==> src/rtl/mux2_16b.sv <==
// mux2_16b: 16-bit 2:1 word mux with a registered copy, registered select and saturating switch counter.
// Define MUX2_16B_PARITY_EN to add par_q, the even parity of Y_q.
module mux2_16b #(
  parameter int WIDTH = 16,
  parameter int CNT_W = 8
) (
  input  logic             clk,
  input  logic             rst_n,
  input  logic [WIDTH-1:0] A,
  input  logic [WIDTH-1:0] B,
  input  logic             control,
  output logic [WIDTH-1:0] Y,
  output logic [WIDTH-1:0] Y_q,
  output logic             sel_q,
  output logic [CNT_W-1:0] sw_cnt
`ifdef MUX2_16B_PARITY_EN
  ,
  output logic             par_q
`endif
);

  logic [WIDTH-1:0] w_y;
  logic             w_changed;
  logic             w_cnt_max;

  logic [WIDTH-1:0] r_y_q;
  logic             r_sel_q;
  logic [CNT_W-1:0] r_sw_cnt;

  // Ternary keeps an unknown select visible as X in simulation.
  assign w_y       = control ? B : A;
  assign w_changed = (control != r_sel_q);
  assign w_cnt_max = &r_sw_cnt;

  always_ff @(posedge clk) begin
    if (!rst_n) begin
      r_y_q    <= '0;
      r_sel_q  <= 1'b0;
      r_sw_cnt <= '0;
    end else begin
      r_y_q   <= w_y;
      r_sel_q <= control;
      if (w_changed && !w_cnt_max) begin
        r_sw_cnt <= r_sw_cnt + 1'b1;
      end
    end
  end

`ifdef MUX2_16B_PARITY_EN
  logic r_par_q;

  // Parity is taken from Y so it lines up with Y_q on the same edge.
  always_ff @(posedge clk) begin
    if (!rst_n) begin
      r_par_q <= 1'b0;
    end else begin
      r_par_q <= ^w_y;
    end
  end

  assign par_q = r_par_q;
`endif

  assign Y      = w_y;
  assign Y_q    = r_y_q;
  assign sel_q  = r_sel_q;
  assign sw_cnt = r_sw_cnt;

endmodule

==> config.mk <==
export PLATFORM = sky130hd
export DESIGN_NAME = mux2_16b
export DESIGN_NICKNAME = d
export VERILOG_FILES = /design/src/rtl/mux2_16b.sv
export SDC_FILE = /design/constraint.sdc
export NUM_CORES = 1
export LEC_CHECK = 0
export BUFFER_PORTS_ARGS = -buffer_cell sky130_fd_sc_hd__buf_2
export CORE_ASPECT_RATIO = 1.5
export CORE_MARGIN = 2
export CORE_UTILIZATION = 40
export CTS_CLUSTER_SIZE = 10
export DETAILED_ROUTE_END_ITERATION = 8
export GPL_ROUTABILITY_DRIVEN = 0
export PLACE_DENSITY_LB_ADDON = 0.15
export SETUP_SLACK_MARGIN = 0.02
export SLEW_MARGIN = 20
export SYNTH_ARGS = -nofsm -noshare
export SYNTH_HDL_FRONTEND = slang
export SYNTH_SLANG_ARGS = --single-unit
==> constraint.sdc <==
create_clock -name clk -period 1.8 [get_ports clk]
set_input_delay 0.09 -clock clk [delete_from_list [all_inputs] [get_ports clk]]
set_output_delay 0.09 -clock clk [all_outputs]
set_load 0.02 [all_outputs]
== Word-level counts from Yosys, hierarchy flattened ==
Index checks and enable logic that the tools add are counted.
W data, S select, Z words.

* Memory bits (writable): 0
* Input port bits: 35
* Memories kept: 0
* Logic and storage cells: 9
* Bits in latches: 0
* Flip-flop bits (word level): 25
* Memory bits (read-only): 0
* Output and inout port bits: 41

* Divide/modulo/power cells: 0
* Reduce and logical (&&, ||, !) cells: 3
* Shifts and indexed selects: 0
* Muxes and demuxes: 1
* Equality and inequality tests: 1
* Order comparisons: 0
* Bitwise logic cells: 0
* $add $sub $neg: 1
* Multipliers: 0

{| class="wikitable"
|+ Operators with widths
! operator !! number
|-
| $mux W16 || 1
|-
| $add A8 B1 Y8 const B || 1
|-
| $reduce_and A8 Y1 || 1
|-
| $logic_and A1 B1 Y1 || 1
|-
| $logic_not A1 Y1 || 1
|-
| $ne A1 B1 Y1 || 1
|}

== Longest topological paths before layout ==
* Depth after elaboration: 3
* Mapped depth: 5
* Gate-level depth less buffers: 5

== Worst setup path after synthesis ==
Ideal clock, no wire load.

* Path type: register -> register
* Start: register r_sw_cnt[0], in the netlist sw_cnt[0]
* End: register r_sw_cnt[0], in the netlist sw_cnt[0]
* Arrival: 1.324 ns
* Library setup time: 0.115 ns
* Cell stages (with the launch flop): 6
* Slack: 0.361 ns
* Path buffers: 0
* Clock period less this slack: 1.439 ns
* Data required time: 1.685 ns
* Cells stage by stage: dfxtp_1 -> ha_1 -> nand4_1 -> o21ai_1 -> xnor2_1 -> and2_1

* Longest elaborated chain between the ends: 3
* Elaborated cells between the ends (all ways): 4
* Those cells by class: add/sub (1); reduce/logical (3)

{| class="wikitable"
|+ Ends and longest elaborated chain
! item !! line !! text
|-
| from (decl) || 28 || <nowiki>logic [CNT_W-1:0] r_sw_cnt;</nowiki>
|-
| from (signal assigned) || 44 || <nowiki>r_sw_cnt <= r_sw_cnt + 1'b1;</nowiki>
|-
| parallel branches: the longest is 3 deep, another holds $add A8 B1 Y8 || -- ||
|}

Parallel ways; which one is timed is not known.
A chain may end at the register's enable or synchronous reset.

== Worst setup path in the final report ==
Same ends and word-level chain as after synthesis.

==> metrics <==
Fin Setup TNS 0 ps; area delta synth->final 41.6%; CP required about 2000 ps; clk_skew between 6 and 7 ps; cell count after synthesis between 90 and 100; WS Path Type register to register; share of cells above drive strength 1 0.569; Worst Setup Start Kind register; critical-path maximum fanout 4; Pre-antenna DRT Iters 4; Synth area leaders dfxtp_1 (47%), mux2_2 (17%), and2_1 (10%); CTS tree done; Post-Place Worst Slack around 380 ps; syn_area_per_cell around 11 µm²; Syn. warnings 0; HP Class input port to register; Pwr per Cell Area slightly below 800 nW/µm²; Rel. slew slack 0.735; CTS buffer count 3; vias after detailed routing a little over 1k; final hold vios 0; Initial DRC Count 21; port bufs 75; RSZ-0062 raised after global routing no; Worst-path clk slew about 90 ps; Slew @ Worst Pin approximately 400 ps; H-tree levels 1; Post-Route WL between 2000 and 2500 µm; CTS Sinks 25; # Max-Cap Violations 0; Final nets ~210; crit path capture type register; std cell rows 23; worst setup margin 367 ps; number of remaining DRC errors 0; fmax approximately 0.7 GHz; Initial Utilization 0.410; M2 GR Usage 0.288; DPL Wire Length 1900 µm; ant diodes 0; global route overflow 0; syn_nets roughly 140; I/O Pins 76; met3 GRT Util 0.0294; Die Ht 67.5 µm; die area roughly 3100 µm²; post_cts resized 0; Mapped Area about 1100 µm²; Yosys cell types 27; Core Region 2620 µm²; P_leak 0.744 nW; post-synthesis sequential element count 25; largest net degree at the start of global routing 29; clk_lat worst skew about 260 ps; first-pass GRT wire length roughly 3700 µm; leading area contributor after synthesis dfxtp_1; r2r setup slk approximately 370 ps; maximum vdd ir drop between 0.0004 and 0.0005 V; Clock Path Buffers 2; Final setup viols 0; GR peak layer met2; antenna violations before repair 0; status complete, no violations; CTS hold repair buffers 0; Final ANT Viol Nets 0; drt via density around 4.8; GRT Total Usage 0.163; die width ~46 µm; period utilization 0.796; post-synthesis sequential area ratio 0.466; total setup buffers inserted after CTS 0; crit path DAT approximately 1600 ps; Clock Tree Root clkbuf_8; Tmin final between 1000 and 1500 ps; pins over their slew limit 0; Avg WL per Cell roughly 11 µm; met1 GRT Util 0.185; vias in the first global route slightly above 900; top-area cell type share of the netlist area 0.466
[power by group]
group | switching [mW] | total (mW) | internal, mW
sequential | 0.0158 | 0.601 | 0.585
clock | 0.169 | 0.327 | 0.158
combinational | 0.148 | 0.266 | 0.117
total | 0.333 | 1.19 | 0.860
[final cells by class]
| type | instances | area (µm²) |
|---|---|---|
| fill | 257 | 1100 |
| tap | 37 | 46.3 |
| sequential | 25 | 500 |
| timing repair buffer | 76 | 383 |
| multi-input combinational | 67 | 538 |
| clock buffer | 4 | 45.0 |
| inverter | 2 | 7.51 |
[kinds of logic (layout without fill, tap and decap cells)]
kind of cell,count (synthesis),count (layout),share of synthesized area
adder cells (fa/ha/maj),1,1,0.0117
AO/OA/AOI/OAI,11,11,0.0769
buffers and inverters,7,82,0.0326
XOR/XNOR,2,2,0.0338
AND/OR/NAND/NOR,35,35,0.192
flip-flops,25,25,0.466
multiplexers,18,18,0.186
[cell usage in the layout, fill, tap and decap left out, types with 2 or more instances in the layout]
cell type / n
inv_1: 2
mux2_2: 16
clkbuf_8: 3
a211o_1: 2
nor2_1: 3
and2_1: 18
dfxtp_1: 25
nand4_1: 2
buf_2: 75
nand3_1: 3
mux2i_1: 2
nand2_1: 5
a21oi_1: 2
o21ai_0: 2
[metal layers]
metal,vias to the layer above,routed length (µm)
met5,-,0
met1,474,862
li1,493,-
met3,2,139
met4,0,23
met2,38,1380
[per-stage QoR]
| stage | hold WS [ps] | power, mW | std cells | instance area (µm²) | util |
|---|---|---|---|---|---|
| floorplan | 375 | 0.782 | 99 | 1070 | - |
| global placement | 433 | 0.875 | 207 | 1480 | 0.563 |
| detailed placement | 440 | 0.882 | 207 | 1480 | 0.563 |
| CTS | 165 | 1.21 | 211 | 1520 | 0.581 |
| global route | 171 | 1.26 | 211 | 1520 | 0.581 |
| finish | 168 | 1.19 | 211 | 1520 | 0.581 |
[critical path: stages, from the launching register on]
cell and delay (ps):
dfxtp_1 410, ha_1 260, nand4_1 150, o21ai_1 280
xnor2_1 90, and2_1 150
[Yosys cell counts]
master and count:
mux2i_1 2, o21bai_1 1, dfxtp_1 25, nand4_1 2, xor2_4 1, nor3b_1 1
a21oi_1 2, xnor2_1 1, buf_6 1, o221a_1 1, mux2_2 16, ha_1 1
nand3_2 1, and2_1 18, clkbuf_1 3, nand2_1 5, nand3_1 3, inv_1 2
o21ai_1 1, buf_2 1, o21ai_0 2, o221a_2 1, o311a_1 1, nand4_2 1
a211o_1 2, nor2_1 3, nand2b_1 1
[final timing paths]
kind,cells after the start,startpoint,endpoint
worst min-delay path,3,B[5],Y_q[5]
worst min register to register,2,sw_cnt[1],sw_cnt[1]
worst max-delay path,5,sw_cnt[0],sw_cnt[0]
worst max register to register,5,sw_cnt[0],sw_cnt[0]
[sequential cells by signal, indices dropped and copies added, names as in the netlist]
signal  flops
Y_q        16
sel_q       1
sw_cnt      8
Power figures use the tool's default switching activity.
